## src/rtl/scoreboard_hazard_unit.sv

```systemverilog
// Scoreboard hazard unit: per-register countdown counters for
// variable-latency producers, driving stall, bypass and flush recovery.
module scoreboard_hazard_unit #(
    parameter int NUM_REGS    = 32,
    parameter int REG_W       = 5,
    parameter int MAX_LAT     = 8,
    parameter int CNT_W       = 4,
    parameter int BYPASS      = 1,
    parameter int FLUSH_DEPTH = 2
) (
    input  logic             clk,
    input  logic             reset,
    input  logic             iss_valid_i,
    input  logic [REG_W-1:0] iss_rs_i,
    input  logic [REG_W-1:0] iss_rt_i,
    input  logic             iss_rs_used_i,
    input  logic             iss_rt_used_i,
    input  logic [REG_W-1:0] iss_rd_i,
    input  logic             iss_reg_wr_i,
    input  logic [CNT_W-1:0] iss_lat_i,
    input  logic             flush_i,
    output logic             stall_fetch_o,
    output logic             stall_iss_o,
    output logic             fwd_rs_o,
    output logic             fwd_rt_o,
    output logic             iss_fire_o,
    output logic             busy_o,
    output logic [31:0]      stall_cnt_o
);

    localparam logic [CNT_W-1:0] LAT_MAX = CNT_W'(MAX_LAT);
    localparam logic [CNT_W-1:0] ONE     = CNT_W'(1);

    logic [CNT_W-1:0] cnt [NUM_REGS];
    logic             hist_valid [FLUSH_DEPTH];
    logic [REG_W-1:0] hist_rd    [FLUSH_DEPTH];
    logic [31:0]      stall_cnt;

    logic [CNT_W-1:0] cnt_rs;
    logic [CNT_W-1:0] cnt_rt;
    logic [CNT_W-1:0] cnt_rd;
    logic [CNT_W-1:0] lat;
    logic             rs_nz;
    logic             rt_nz;
    logic             rd_nz;
    logic             raw_rs;
    logic             raw_rt;
    logic             waw;
    logic             stall;
    logic             fire;
    logic             load;
    logic [NUM_REGS-1:0] clr_mask;
    logic [NUM_REGS-1:0] ld_mask;

    assign cnt_rs = cnt[iss_rs_i];
    assign cnt_rt = cnt[iss_rt_i];
    assign cnt_rd = cnt[iss_rd_i];

    assign rs_nz = (iss_rs_i != '0);
    assign rt_nz = (iss_rt_i != '0);
    assign rd_nz = (iss_rd_i != '0);

    // Out-of-range latencies are clamped to the slowest producer
    always_comb begin
        lat = iss_lat_i;
        if (iss_lat_i == '0 || iss_lat_i > LAT_MAX) begin
            lat = LAT_MAX;
        end
    end

    // Hazard detection: RAW on each source, WAW for in-order completion
    always_comb begin
        raw_rs = 1'b0;
        raw_rt = 1'b0;
        if (BYPASS != 0) begin
            raw_rs = iss_rs_used_i & rs_nz & (cnt_rs > ONE);
            raw_rt = iss_rt_used_i & rt_nz & (cnt_rt > ONE);
        end else begin
            raw_rs = iss_rs_used_i & rs_nz & (cnt_rs != '0);
            raw_rt = iss_rt_used_i & rt_nz & (cnt_rt != '0);
        end
        waw   = iss_reg_wr_i & rd_nz & (cnt_rd > lat);
        stall = iss_valid_i & ~flush_i & (raw_rs | raw_rt | waw);
        fire  = iss_valid_i & ~stall & ~flush_i;
        load  = fire & iss_reg_wr_i & rd_nz;
    end

    // Bypass selects, suppressed while the issue is held
    always_comb begin
        fwd_rs_o = 1'b0;
        fwd_rt_o = 1'b0;
        if (BYPASS != 0 && !stall) begin
            fwd_rs_o = iss_rs_used_i & rs_nz & (cnt_rs == ONE);
            fwd_rt_o = iss_rt_used_i & rt_nz & (cnt_rt == ONE);
        end
    end

    assign stall_fetch_o = stall;
    assign stall_iss_o   = stall;
    assign iss_fire_o    = fire;
    assign stall_cnt_o   = stall_cnt;

    // Registers to clear on flush and register to load on fire
    always_comb begin
        clr_mask = '0;
        ld_mask  = '0;
        if (flush_i) begin
            for (int h = 0; h < FLUSH_DEPTH; h++) begin
                if (hist_valid[h]) begin
                    clr_mask[hist_rd[h]] = 1'b1;
                end
            end
        end
        if (load) begin
            ld_mask[iss_rd_i] = 1'b1;
        end
    end

    // Any outstanding producer keeps the unit busy
    always_comb begin
        busy_o = 1'b0;
        for (int r = 1; r < NUM_REGS; r++) begin
            busy_o = busy_o | (cnt[r] != '0);
        end
    end

    // Countdown counters: flush clear beats load beats decrement
    always_ff @(posedge clk) begin
        if (reset) begin
            for (int r = 0; r < NUM_REGS; r++) begin
                cnt[r] <= '0;
            end
        end else begin
            cnt[0] <= '0;
            for (int r = 1; r < NUM_REGS; r++) begin
                if (clr_mask[r]) begin
                    cnt[r] <= '0;
                end else if (ld_mask[r]) begin
                    cnt[r] <= lat;
                end else if (cnt[r] != '0) begin
                    cnt[r] <= cnt[r] - ONE;
                end
            end
        end
    end

    // Issue history: newest at index 0, wiped on flush
    always_ff @(posedge clk) begin
        if (reset) begin
            for (int h = 0; h < FLUSH_DEPTH; h++) begin
                hist_valid[h] <= 1'b0;
                hist_rd[h]    <= '0;
            end
        end else begin
            hist_valid[0] <= load & ~flush_i;
            hist_rd[0]    <= iss_rd_i;
            for (int h = 1; h < FLUSH_DEPTH; h++) begin
                hist_valid[h] <= hist_valid[h-1] & ~flush_i;
                hist_rd[h]    <= hist_rd[h-1];
            end
        end
    end

    // Saturating stall-cycle counter
    always_ff @(posedge clk) begin
        if (reset) begin
            stall_cnt <= '0;
        end else if (stall && stall_cnt != 32'hFFFF_FFFF) begin
            stall_cnt <= stall_cnt + 32'd1;
        end
    end

endmodule
```

## config.mk

```make
export PLATFORM = sky130hd
export DESIGN_NAME = scoreboard_hazard_unit
export DESIGN_NICKNAME = d
export VERILOG_FILES = /design/src/rtl/scoreboard_hazard_unit.sv
export SDC_FILE = /design/constraint.sdc
export NUM_CORES = 1
export LEC_CHECK = 0
export CORE_MARGIN = 1.5
export CORE_UTILIZATION = 58
export DETAILED_ROUTE_END_ITERATION = 6
export DONT_BUFFER_PORTS = 1
export PLACE_DENSITY = 0.82
export SYNTH_ARGS = -nofsm -noshare
export SYNTH_HDL_FRONTEND = slang
export SYNTH_SLANG_ARGS = --single-unit
export TNS_END_PERCENT = 100
```

## constraint.sdc

```tcl
create_clock -name clk -period 4.7 [get_ports clk]
set_clock_uncertainty 0.15 [all_clocks]
set_input_delay 0.705 -clock clk [delete_from_list [all_inputs] [get_ports clk]]
set_output_delay 0.705 -clock clk [all_outputs]
set_load 0.005 [all_outputs]
```

==> impl_metrics.yaml, run 1 <==
run_status:
  run_status: "complete, no violations"
routing:
  wl_per_cell_um: 25.9
  first_pass_iters: 7
  antenna_left: 0
  wirelength_mm: 49.4
  via_count: 14100
  drt-vias-per-instance: 7.40
  first_iter_violations: 2477
  drcViolationCount: 0
yosys:
  yosysSeqAreaShare_pct: 33.3
  ys_top_cells_by_count: "o21ai_0 (150), nor2_1 (126), edfxtp_1 (124)"
  synth_top_area_share_pct: 26.9
  synth_nets: 1683
  syn_area_um2: 13800
  synth_cell_type_count: 72
  netlist_instances: 1615
  yosysWarnings: 0
  synth_edf_count: 124
  synthTopCellsByArea: "edfxtp_1 (27%), mux4_2 (8.1%), dfxtp_1 (6.4%)"
  async_flop_share_pct: 0
  ys_seq_elements: 168
  yosysTopAreaCell: "edfxtp_1"
  yosysMostFrequentCell: "o21ai_0"
  avgSynthCellArea_um2: 8.57
  synth_top_flop_cell: "edfxtp_1"
global_routing:
  grt_pass1_wl_mm: 73.9
  grt_max_degree: 114
  grt_overflow_total: 0
  grt_util_all_layers_pct: 39.8
  antenna_found_initial: 1
  grt_pass1_vias: 12800
cells_and_area:
  drive_above_1_share_pct: 10.4
  multi_input_area_um2: 8430
  ff_latch_area_um2: 4600
  post-route-util_pct: 63.1
  fin_cells: 1910
  nNetsFinal: 1643
  area_growth_syn_to_layout_pct: 6.95
  fill_cells: 1977
die:
  fp.dieW_um: 157
  fp.dieArea_um2: 24800
  die_y_um: 157
  ioPinCount: 64
  rows: 56
  start_util_pct: 59.0
  core_area_um2: 23500
critical_path:
  crit_cells: 14
  slowest_stage: "mux4_2"
  critPathLaunch: "cnt[16][1]"
  critPathTopFamily: "compound AO/OA/AOI/OAI gates"
  slowest_delay_ps: 490
  worstPathCellList: "mux4_2 > nand2_1 > o21ai_1 > a221oi_1 > nand3_1 > ha_1 > nor2b_1 > o21a_1 > o21ai_2 > a21oi_2 > a41oi_4 > nand4_4 > inv_4 > buf_12"
  crit_end: "iss_fire_o"
  start_kind: "register"
  reg2regPathDepth: 15
  r2r-start: "cnt[16][1]"
  cp_max_fo: 24
  r2r_slack_ps: 390
  endpoint_kind: "primary output"
  timing.rr.end: "cnt[26][2]"
  crit_type: "reg2out"
  critPathArrivalTime_ps: 3640
  cp_num_buf_inv: 2
  cp.required_ps: 3850
timing:
  slew_violations: 0
  period_share_pct: 95.7
  hold_violations: 0
  finalSetupTns_ps: 0
  fmax_mhz: 222
  rsz0062_at_grt: "no"
  setup_viol: 0
  max_slew_margin_pct: 25.7
  layout_min_cycle_time_ps: 4500
  hold_ws_ps: 155
  worstMarginPinSlew_ps: 1110
clock_tree:
  cts_root_buf: "clkbuf_16"
  ctsHoldBuffers: 0
  path_clk_slew_ps: 90
  cts_tree: "yes"
  cts_sinks: 168
  cts_buffer_depth: 2
  cts_buffers: 17
  cts.htree.levels: 4
  clk_latency_ps: 460
power_and_ir_drop:
  leakage_nw: 5.00
  power.density_nw_per_um2: 562
  irDropWorstVdd_mv: 0.308
  finalPower_mw: 8.31
hold_path:
  hp-class: "in2reg"
job:
  drv_cap: 0
place:
  port-buffer-count: 0
  dp.cells: 1872
  dp_hpwl_mm: 35.6
  place.gp.congestion: 1.06
[area by class of cell]
class                           count  area share [%]
Antenna cell                        3          0.0507
Clock buffer                       17            2.87
Clock inverter                     15            1.43
Multi-Input combinational cell   1247            57.0
Timing Repair Buffer               42            2.33
Sequential cell                   168            31.1
Tap cell                          319            2.70
Inverter                           99            2.53
[what timing repair did]
item / 4_1_cts / 5_1_grt
setup buffers: 0 / 2
setup endpoints to repair: 0 / 17
resized for setup: 0 / 5
[metal layers]
layer	track usage (%)	wire [µm]	part of all wire (%)	up-vias
met4	23.9	3180	6.4	0
met2	57.8	20700	42	1183
met3	13.7	8090	16	261
li1	-	-	-	6126
met1	51.1	17400	35	6558
met5	0	0	0	-
[logic make-up (layout without fill, tap and decap cells)]
group / Yosys count / after routing / synth area share [%]
AO/OA/AOI/OAI: 474 / 474 / 21.4
XOR/XNOR: 37 / 37 / 2.34
adder cells (fa/ha/maj): 42 / 42 / 3.80
buffers and inverters: 200 / 173 / 5.89
flip-flops: 168 / 168 / 33.3
multiplexers: 62 / 62 / 9.10
other: 0 / 3 / 0
AND/OR/NAND/NOR: 632 / 632 / 24.2
[how the worst min path moves through the flow]
| stage | startpoint | end | slack [ps] | depth (start not counted) |
|---|---|---|---|---|
| global placement | stall_cnt_o[11] | stall_cnt_o[11] | 340 | 2 |
| floorplan | hist_rd[0][1] | hist_rd[0][6] | 330 | 1 |
| finish | flush_i | hist_valid[0][1] | 160 | 1 |
| detailed placement | hist_rd[0][1] | hist_rd[0][6] | 350 | 1 |
| global route | flush_i | hist_valid[0][1] | 150 | 1 |
| CTS | reset | stall_cnt_o[12] | 150 | 1 |
[state kept, by name (all words and copies together) (netlist names)]
name	count
cnt	124
hist_rd	10
hist_valid	2
stall_cnt_o	32
[where the power goes]
| group | leakage (nW) | switching [mW] | internal [mW] | total [mW] |
|---|---|---|---|---|
| logic | 2.94 | 2.12 | 1.66 | 3.78 |
| registers | 1.75 | 0.719 | 2.30 | 3.02 |
| clock network | 0.305 | 0.776 | 0.742 | 1.52 |
[worst register-to-register path: stages, from the launching register on]
cell      delay [ps]
edfxtp_1         460
mux4_2           490
nand2_1           80
o21ai_1           90
a221oi_1         240
nand3_1          110
ha_1             300
nor2b_1          130
o21a_1           170
o21ai_2          140
a21oi_2          110
a41oi_4          230
nand4_4          180
inv_4            210
nand3_1          340
o211ai_1         510
[cells in the final DEF, fill, tap and decap left out, types with 15 or more instances in the layout]
| cell type | n |
|---|---|
| nor2_1 | 126 |
| ha_1 | 42 |
| nor2b_1 | 27 |
| nor3b_1 | 25 |
| clkbuf_16 | 18 |
| nand4_1 | 28 |
| nor4_1 | 39 |
| buf_4 | 40 |
| nor3_1 | 62 |
| edfxtp_1 | 124 |
| mux4_2 | 50 |
| nand3_1 | 89 |
| xnor2_1 | 37 |
| o21ai_0 | 148 |
| a21oi_1 | 103 |
| a21o_1 | 33 |
| nand3b_1 | 16 |
| and2_1 | 15 |
| a31oi_1 | 15 |
| nand2_1 | 99 |
| o31ai_1 | 19 |
| inv_1 | 97 |
| dfxtp_1 | 44 |
| o211ai_1 | 20 |
| o22ai_1 | 53 |
| or3_1 | 37 |
| or4_1 | 19 |
[metrics by stage]
stage | setup WS, ps | instance area (µm²)
floorplan | 23.4 | 13900
global placement | 97.8 | 14100
detailed placement | 52.7 | 14100
CTS | 20.7 | 14700
global route | 32.1 | 14800
finish | 201 | 14800
Note: power is estimated with default switching activity, not from simulation.
==> inputs of run 2 (changes only) <==
--- a/config.mk
+++ b/config.mk
@@ -5,7 +5,8 @@
 export SDC_FILE = /design/constraint.sdc
 export NUM_CORES = 1
 export LEC_CHECK = 0
-export CORE_MARGIN = 1.5
+export CAP_MARGIN = 15
+export CORE_MARGIN = 5
 export CORE_UTILIZATION = 58
 export DETAILED_ROUTE_END_ITERATION = 6
 export DONT_BUFFER_PORTS = 1
==> impl_metrics.yaml, run 2 (synthesis results as in run 1) <==
global_routing:
  grt_pass1_wl_mm: 75.9
  grt_pass1_vias: 13100
  grt_overflow_total: 0
  grt_util_all_layers_pct: 36.6
  grt_max_degree: 114
  antenna_found_initial: 0
timing:
  finalSetupTns_ps: 0
  slew_violations: 0
  period_share_pct: 97.8
  worstMarginPinSlew_ps: 1100
  setup_viol: 0
  hold_violations: 0
  max_slew_margin_pct: 26.4
  hold_ws_ps: 159
  fmax_mhz: 218
  layout_min_cycle_time_ps: 4590
cells_and_area:
  fill_cells: 1977
  mostFrequentLayoutCell: "o21ai_0"
  fin_cells: 1913
  area_growth_syn_to_layout_pct: 7.34
  nNetsFinal: 1649
  antenna-diode-count: 0
  stdcell_area_um2: 14900
  drive_above_1_share_pct: 10.9
  largest_reg_flops: 124
  top_register: "cnt"
  final_cell_mix: "o21ai_0 (149), nor2_1 (125), edfxtp_1 (124), a21oi_1 (103), nand2_1 (99)"
die:
  die_y_um: 164
  ioPinCount: 64
  start_util_pct: 59.0
  rows: 56
  fp.dieW_um: 164
  core_area_um2: 23500
  fp.dieArea_um2: 27100
place:
  placed_area_um2: 14100
  dp_hpwl_mm: 35.9
  place.gp.congestion: 1.12
  dp.cells: 1876
  port-buffer-count: 0
critical_path:
  reg2regPathDepth: 15
  endpoint_kind: "primary output"
  worstPathCellList: "mux4_2 > nand2_1 > o21ai_0 > a221oi_1 > nand3_1 > ha_1 > nor2b_1 > o21a_1 > o21ai_2 > a21oi_2 > a41oi_4 > nand4_4 > inv_6 > buf_12"
  start_kind: "register"
  r2r-start: "cnt[16][1]"
  critPathArrivalTime_ps: 3740
  cp_max_fo: 18
  crit_type: "reg2out"
  r2r_slack_ps: 280
  cp.required_ps: 3850
  slowest_delay_ps: 490
  slowest_stage: "mux4_2"
  timing.rr.end: "cnt[21][0]"
routing:
  drcViolationCount: 0
  via_count: 14200
  antenna_left: 0
  first_pass_iters: 7
  drt-vias-per-instance: 7.44
  wl_per_cell_um: 26.3
  wirelength_mm: 50.3
  first_iter_violations: 2368
clock_tree:
  clk_latency_ps: 460
  cts_buffers: 17
  cts_tree: "yes"
  cts.htree.levels: 4
  cts_root_buf: "clkbuf_16"
  ctsHoldBuffers: 0
  cts_sinks: 168
  path_clk_slew_ps: 90
  cts_buffer_depth: 2
power_and_ir_drop:
  leakage_nw: 5.02
  power.density_nw_per_um2: 565
  irDropWorstVdd_mv: 0.383
hold_path:
  hp-class: "in2reg"
  hold_start: "flush_i"
  holdPathStages: 1
  worst_hold_path.endpoint: "hist_valid[0][1]"
run_status:
  run_status: "complete, no violations"
job:
  drv_cap: 0
run 2: repair_timing:
action,CTS,global route
pin swaps,0,3
setup buffers,2,2
setup endpoints to repair,2,5
resized for setup,0,8
gates cloned,0,1
hold endpoints to repair,0,0
run 2: metrics by stage:
stage          worst slack (ps)  total power [mW]  utilization (%)
4_1_cts                    5.01              8.19             63.0
2_1_floorplan              23.4              5.55                -
3_3_place_gp                112              6.53             60.2
6_report                    105              8.39             63.3
3_5_place_dp                114              6.64             60.2
5_1_grt                   -18.9              8.84             63.3
run 2: layer usage:
| metal | vias to the layer above | track usage (%) | wire length, µm |
|---|---|---|---|
| met5 | - | 0 | 0 |
| met4 | 0 | 19.5 | 3460 |
| met3 | 280 | 13.9 | 7960 |
| met2 | 1233 | 53.7 | 21000 |
| met1 | 6594 | 46.9 | 17900 |
| li1 | 6133 | - | - |
run 2: layout make-up:
class	instances	area [µm²]	share of cell area [%]
Multi-Input combinational cell	1247	8440	56.8
Clock buffer	17	425	2.86
Clock inverter	15	216	1.46
Tap cell	319	399	2.69
Timing Repair Buffer	48	390	2.63
Inverter	99	377	2.54
Sequential cell	168	4600	31.0
run 2: report_power, final:
part / switching [mW] / total (mW) / internal [mW]
combinational: 2.13 / 3.82 / 1.69
clock: 0.788 / 1.54 / 0.748
sequential: 0.736 / 3.04 / 2.30
run 2: critical path: cells and delay by family, from the launching register on:
family | cells | cell delay [ps]
adders and majority gates | 1 | 310
muxes | 1 | 490
buffers and inverters | 2 | 350
AOI/OAI and AO/OA | 6 | 1050
DFF | 1 | 480
and+or+nand+nor | 4 | 570
run 2: worst max path at each step:
stage,from,end,depth (start not counted)
2_1_floorplan,iss_rd_i[0],fwd_rt_o,15
3_3_place_gp,iss_rd_i[0],cnt[15][3],14
3_5_place_dp,iss_rd_i[0],cnt[23][3],14
4_1_cts,cnt[16][1],fwd_rt_o,15
5_1_grt,cnt[16][1],iss_fire_o,14
6_report,cnt[16][1],iss_fire_o,14
==> patch 1: new RTL, flow settings as in run 1 <==
The parameter `MAX_LAT` goes from 8 to 4.
--- a/src/rtl/scoreboard_hazard_unit.sv
+++ b/src/rtl/scoreboard_hazard_unit.sv
@@ -5,3 +5,3 @@
     parameter int REG_W       = 5,
-    parameter int MAX_LAT     = 8,
+    parameter int MAX_LAT     = 4,
     parameter int CNT_W       = 4,
Function: changed (Yosys sat finds a counterexample within 4 cycles, from zero or initial values and one cycle with reset high).
==> patch 1 against run 1 <==
- sequential cell count did not move
- synthesized area fell by 1.8%
- synthesized cell count is 5.1% lower
- cell area decreased by 2.3%
- routed wire length is 13% lower
- setup slack better by 0.023 ns
- non-clock buffer count decreased by 21
- via count shrank 7.8%
- power fell by 2.6%
- the flow now finishes with violations (design-rule violations)
- critical endpoint is now fwd_rs_o
==> patch 1: results (changes against run 1) <==
| Metric | Value |
|---|---|
| Run status | `complete, but fails checks` |
| Violated checks | `design-rule violations` |
| Wirelength per Cell | `23.5 um (-9.1%)` |
| First-pass GRT wire length | `66400 um (-10%)` |
| Most frequent cells after synthesis | `sky130_fd_sc_hd__nand2_1, sky130_fd_sc_hd__edfxtp_1, sky130_fd_sc_hd__nor3_1` |
| Placed cell count | `1790 (-4.4%)` |
| Largest stage delay on the critical path | `0.55 ns (+0.06 ns)` |
| Post-synthesis xor/xnor area fraction | `0.00709 (-0.0163)` |
| Met2 wire length | `18300 um (-11%)` |
| Yosys warning count | `0 (unchanged)` |
| Via-to-Cell Ratio | `7.15 (-3.3%)` |
| Dominant cells by area after synthesis | `sky130_fd_sc_hd__edfxtp_1, sky130_fd_sc_hd__mux4_2, sky130_fd_sc_hd__dfxtp_1` |
| Classification of the worst-slack hold path | `in -> reg` |
| H-tree Lvls | `4 (unchanged)` |
| Most repeated cell in the gate-level netlist after synthesis | `sky130_fd_sc_hd__nand2_1` |
| Detailed route wirelength on metal3 | `6920 um (-15%)` |
| Static power due to leakage | `0.00516 uW (+3.3%)` |
| Fraction of synthesized area in multiplexers | `0.130 (+0.0389)` |
| Mean post-synth cell area | `8.87 um^2 (+3.5%)` |
| Number of violations reported at the end of detailed-routing iteration 0 | `1989 (-20%)` |
| Clk Tree Root Cell | `sky130_fd_sc_hd__clkbuf_16` |
| Flip-flop count of the largest register after layout | `124 (unchanged)` |
| M1 WL | `15400 um (-12%)` |
| Worst vdd rail ir drop | `0.266 mV (-14%)` |
| Post-synthesis compound-gate area fraction | `0.157 (-0.0565)` |
| Total cell area at the placement stage | `13800 um^2 (-2.0%)` |
| Biggest register | `cnt` |
| Measured slew at the worst slew-check pin | `1.14 ns (+0.0280 ns)` |
| Nets@finish | `1564 (-4.8%)` |
| Clock latency of the later-clocked register in the worst-skew pair | `0.46 ns (about the same)` |
| Fillers | `1914 (-3.2%)` |
| Remaining DRCs | `2 (+2)` |
| Arrival time reported for the critical path endpoint | `3.62 ns (-0.02 ns)` |
| Worst-path fanout max | `4 (-83%)` |
| Post-synthesis cell type count | `71 (-1.4%)` |
| Initial antenna violation count | `1 (unchanged)` |
| Kind of cell adding the most delay to the critical path | `compound AO/OA/AOI/OAI gates` |
| Pre-CTS setup slack | `0.541 ns (+0.488 ns)` |
| Post-synthesis async set-or-reset flop share | `0 (unchanged)` |
| Clock buffers created by TritonCTS | `17 (unchanged)` |
| Number of global-route vias before repair | `12.1k (-5.9%)` |
| Global-route total usage across every layer | `0.358 (-0.0405)` |
| Fraction of final layout cells sized beyond drive strength 1 | `0.100 (-0.00384)` |
| Pin count of the biggest net entering global routing | `86 (-25%)` |
| Top layer in use | `met5` |
| Hpwl dp | `30700 um (-14%)` |
| Portion of the post-synthesis area used by sequential elements | `0.339 (+0.00597)` |
| Final GP Congestion | `1.03 (-3.1%)` |
| Layout area overhead | `6.31%` |
| Adder-Cell Fraction of Synth Area | `0.0387 (+0.000681)` |
| Total wire length | `42800 um (-13%)` |
| Diode count | `0 (-3)` |
## patch 1: cell count changes in the layout (fill, tap and decap cells not counted), moves of 19 or more
cell	change
sky130_fd_sc_hd__nand2_1	+41
sky130_fd_sc_hd__o31ai_1	+28
sky130_fd_sc_hd__xnor2_1	-26
sky130_fd_sc_hd__buf_4	-19
sky130_fd_sc_hd__o21ai_0	-95
sky130_fd_sc_hd__nor3_1	+47
sky130_fd_sc_hd__mux2i_1	+45
sky130_fd_sc_hd__nor3b_1	+29
sky130_fd_sc_hd__a21oi_1	-25
sky130_fd_sc_hd__nor2_1	-25
sky130_fd_sc_hd__o22ai_1	-20
sky130_fd_sc_hd__nor4_1	-24
## patch 1: where the power goes
part / internal, uW / total, uW / switching (uW)
sequential: 2320 / 3050 / 731
clock: 737 / 1490 / 753
combinational: 1520 / 3560 / 2040
## patch 1: final cells by class
cell class | instances | area share
Clock inverter | 15 | 0.0138
Clock buffer | 17 | 0.0294
Tap cell | 313 | 0.0271
Multi-Input combinational cell | 1191 | 0.575
Sequential cell | 168 | 0.319
Inverter | 97 | 0.0252
Timing Repair Buffer | 21 | 0.0109
## patch 1: path summary, 6_finish.rpt
| kind | from | end | slack, ns | cells after the start |
|---|---|---|---|---|
| worst max-delay path | cnt[31][1] | fwd_rs_o | 0.22 | 12 |
| worst min-delay path | reset | stall_cnt_o[26] | 0.15 | 1 |
| worst max register to register | cnt[31][1] | cnt[3][1] | 0.72 | 12 |
| worst min register to register | stall_cnt_o[17] | stall_cnt_o[17] | 0.37 | 2 |
## patch 1: metal layers
layer,vias to the layer above,global-route usage
li1,5780,-
met1,6016,0.461
met2,1018,0.533
met3,215,0.135
met4,2,0.162
met5,-,0.00621
==> patch 2: new RTL, settings of run 1 <==
Without the edit above. Put one more register stage on the output `stall_cnt_o`, cleared by the reset. The value now appears one clock later. The other outputs are not delayed to match.
--- a/src/rtl/scoreboard_hazard_unit.sv
+++ b/src/rtl/scoreboard_hazard_unit.sv
@@ -100,3 +100,9 @@
     assign iss_fire_o    = fire;
-    assign stall_cnt_o   = stall_cnt;
+    always_ff @(posedge clk) begin
+        if (reset) begin
+            stall_cnt_o <= '0;
+        end else begin
+            stall_cnt_o <= stall_cnt;
+        end
+    end
 
Function: not settled (the Yosys comparison gave no result); the edit may change what the design does.
==> patch 2 against run 1 <==
- global-route usage shrank 1.9 points
- combinational power down 2%
- power increased by 4.6%
- sequential cell count grew 32
- setup slack lost 0.056 ns
- synthesized area up 1.2%
- critical path type unchanged
- cell area increased by 2.9%
- routed wire length is 5.5% lower
- first-iteration DRC count shrank 18%
- via count fell by 4.7%
- largest cell class unchanged
- fmax shrank 1.2%
- non-clock buffer count up 22
==> patch 2: results (changes against run 1) <==
| Metric | Value |
|---|---|
| Total wire length | `46700 um (-5.5%)` |
| Run status | `finished, final reports clean` |
| Met2 wire length | `20100 um (-2.8%)` |
| M1 WL | `16600 um (-5.0%)` |
| Top layer in use | `met5` |
| Portion of the post-synthesis area used by sequential elements | `0.374 (+0.0417)` |
| Adder-Cell Fraction of Synth Area | `0.0375 (-0.000461)` |
| Largest stage delay on the critical path | `0.53 ns (+0.04 ns)` |
| Post-synthesis compound-gate area fraction | `0.182 (-0.0317)` |
| Fraction of area in multi-input gates | `0.529 (-0.0405)` |
| Diode count | `0 (-3)` |
| First drt pass iteration count | `6 (-1)` |
| Worst R2R Setup Slack | `0.25 ns (-0.14 ns)` |
| Launch point of the critical path | `cnt[23][1]` |
| Hold slack | `0.159 ns (+0.00354 ns)` |
| Post-synthesis xor/xnor area fraction | `0.0244 (+0.000966)` |
| Post-synthesis cell type count | `71 (-1.4%)` |
| Global-route total usage across every layer | `0.379 (-0.0194)` |
| Met3 Resource Use GR | `0.0988 (-0.0383)` |
| First-pass GRT wire length | `71100 um (-3.8%)` |
| Fillers | `1914 (-3.2%)` |
| Fraction of final layout cells sized beyond drive strength 1 | `0.130 (+0.0260)` |
| Count of vias placed by the detailed router | `13.5k (-4.7%)` |
| Endpoint, Worst Hold | `stall_cnt_o[13]` |
| Arrival time reported for the critical path endpoint | `3.70 ns (+0.06 ns)` |
| Hold wc startpoint | `reset` |
| Hpwl dp | `33400 um (-6.2%)` |
| Met2 usage | `0.576 (-0.00214)` |
| Final GP Congestion | `1.01 (-4.6%)` |
| Nets@finish | `1587 (-3.4%)` |
| Number of violations reported at the end of detailed-routing iteration 0 | `2031 (-18%)` |
| Sequential standard cell area | `5250 um^2 (+14%)` |
| Non-clock buffer share | `0.0332 (+0.00986)` |
| Fraction of area in clock buffers and inverters | `0.0448 (+0.00174)` |
| Worst reg-to-reg path cell count | `13 (-2)` |
| Endpoint of the most critical register-to-register path | `cnt[20][2]` |
| Dominant cells by area after synthesis | `sky130_fd_sc_hd__edfxtp_1, sky130_fd_sc_hd__dfxtp_1, sky130_fd_sc_hd__mux4_2` |
patch 2: cell count changes in the layout (fill, tap and decap cells not counted), moves of 10 or more:
cell / before / now
sky130_fd_sc_hd__o21ai_0: 148 / 74
sky130_fd_sc_hd__dfxtp_1: 44 / 76
sky130_fd_sc_hd__a211oi_1: 10 / 40
sky130_fd_sc_hd__o22ai_1: 53 / 80
sky130_fd_sc_hd__nor2_1: 126 / 103
sky130_fd_sc_hd__nor2b_1: 27 / 50
sky130_fd_sc_hd__buf_4: 40 / 62
sky130_fd_sc_hd__nor4_1: 39 / 20
sky130_fd_sc_hd__a31oi_1: 15 / 0
sky130_fd_sc_hd__nand2_1: 99 / 84
sky130_fd_sc_hd__a21oi_1: 103 / 89
sky130_fd_sc_hd__o31ai_1: 19 / 6
sky130_fd_sc_hd__nand4_1: 28 / 18
patch 2: where the power goes:
group / switching (uW) / leakage (uW) / internal (uW)
clock network: 902 / 0.000331 / 788
registers: 722 / 0.00201 / 2580
logic: 1990 / 0.00312 / 1710
patch 2: through the flow:
| stage | power, uW | utilization | setup slack, ns | std cells | area, um^2 |
|---|---|---|---|---|---|
| 3_3_place_gp | 6560 | 0.608 | 0.326 | 1798 | 14400 |
| 6_report | 8690 | 0.645 | 0.145 | 1851 | 15200 |
| 5_1_grt | 9140 | 0.645 | -0.0672 | 1851 | 15200 |
| 2_1_floorplan | 5730 | - | 0.00319 | 1533 | 14000 |
| 4_1_cts | 8430 | 0.638 | 0.00540 | 1833 | 15100 |
| 3_5_place_dp | 6720 | 0.608 | 0.230 | 1798 | 14400 |
patch 2: what timing repair did:
action	in CTS	in global routing
setup endpoints to repair	1	3
resized for setup	0	6
buffers inserted	3	19
pin swaps	0	7
hold buffers	0	0
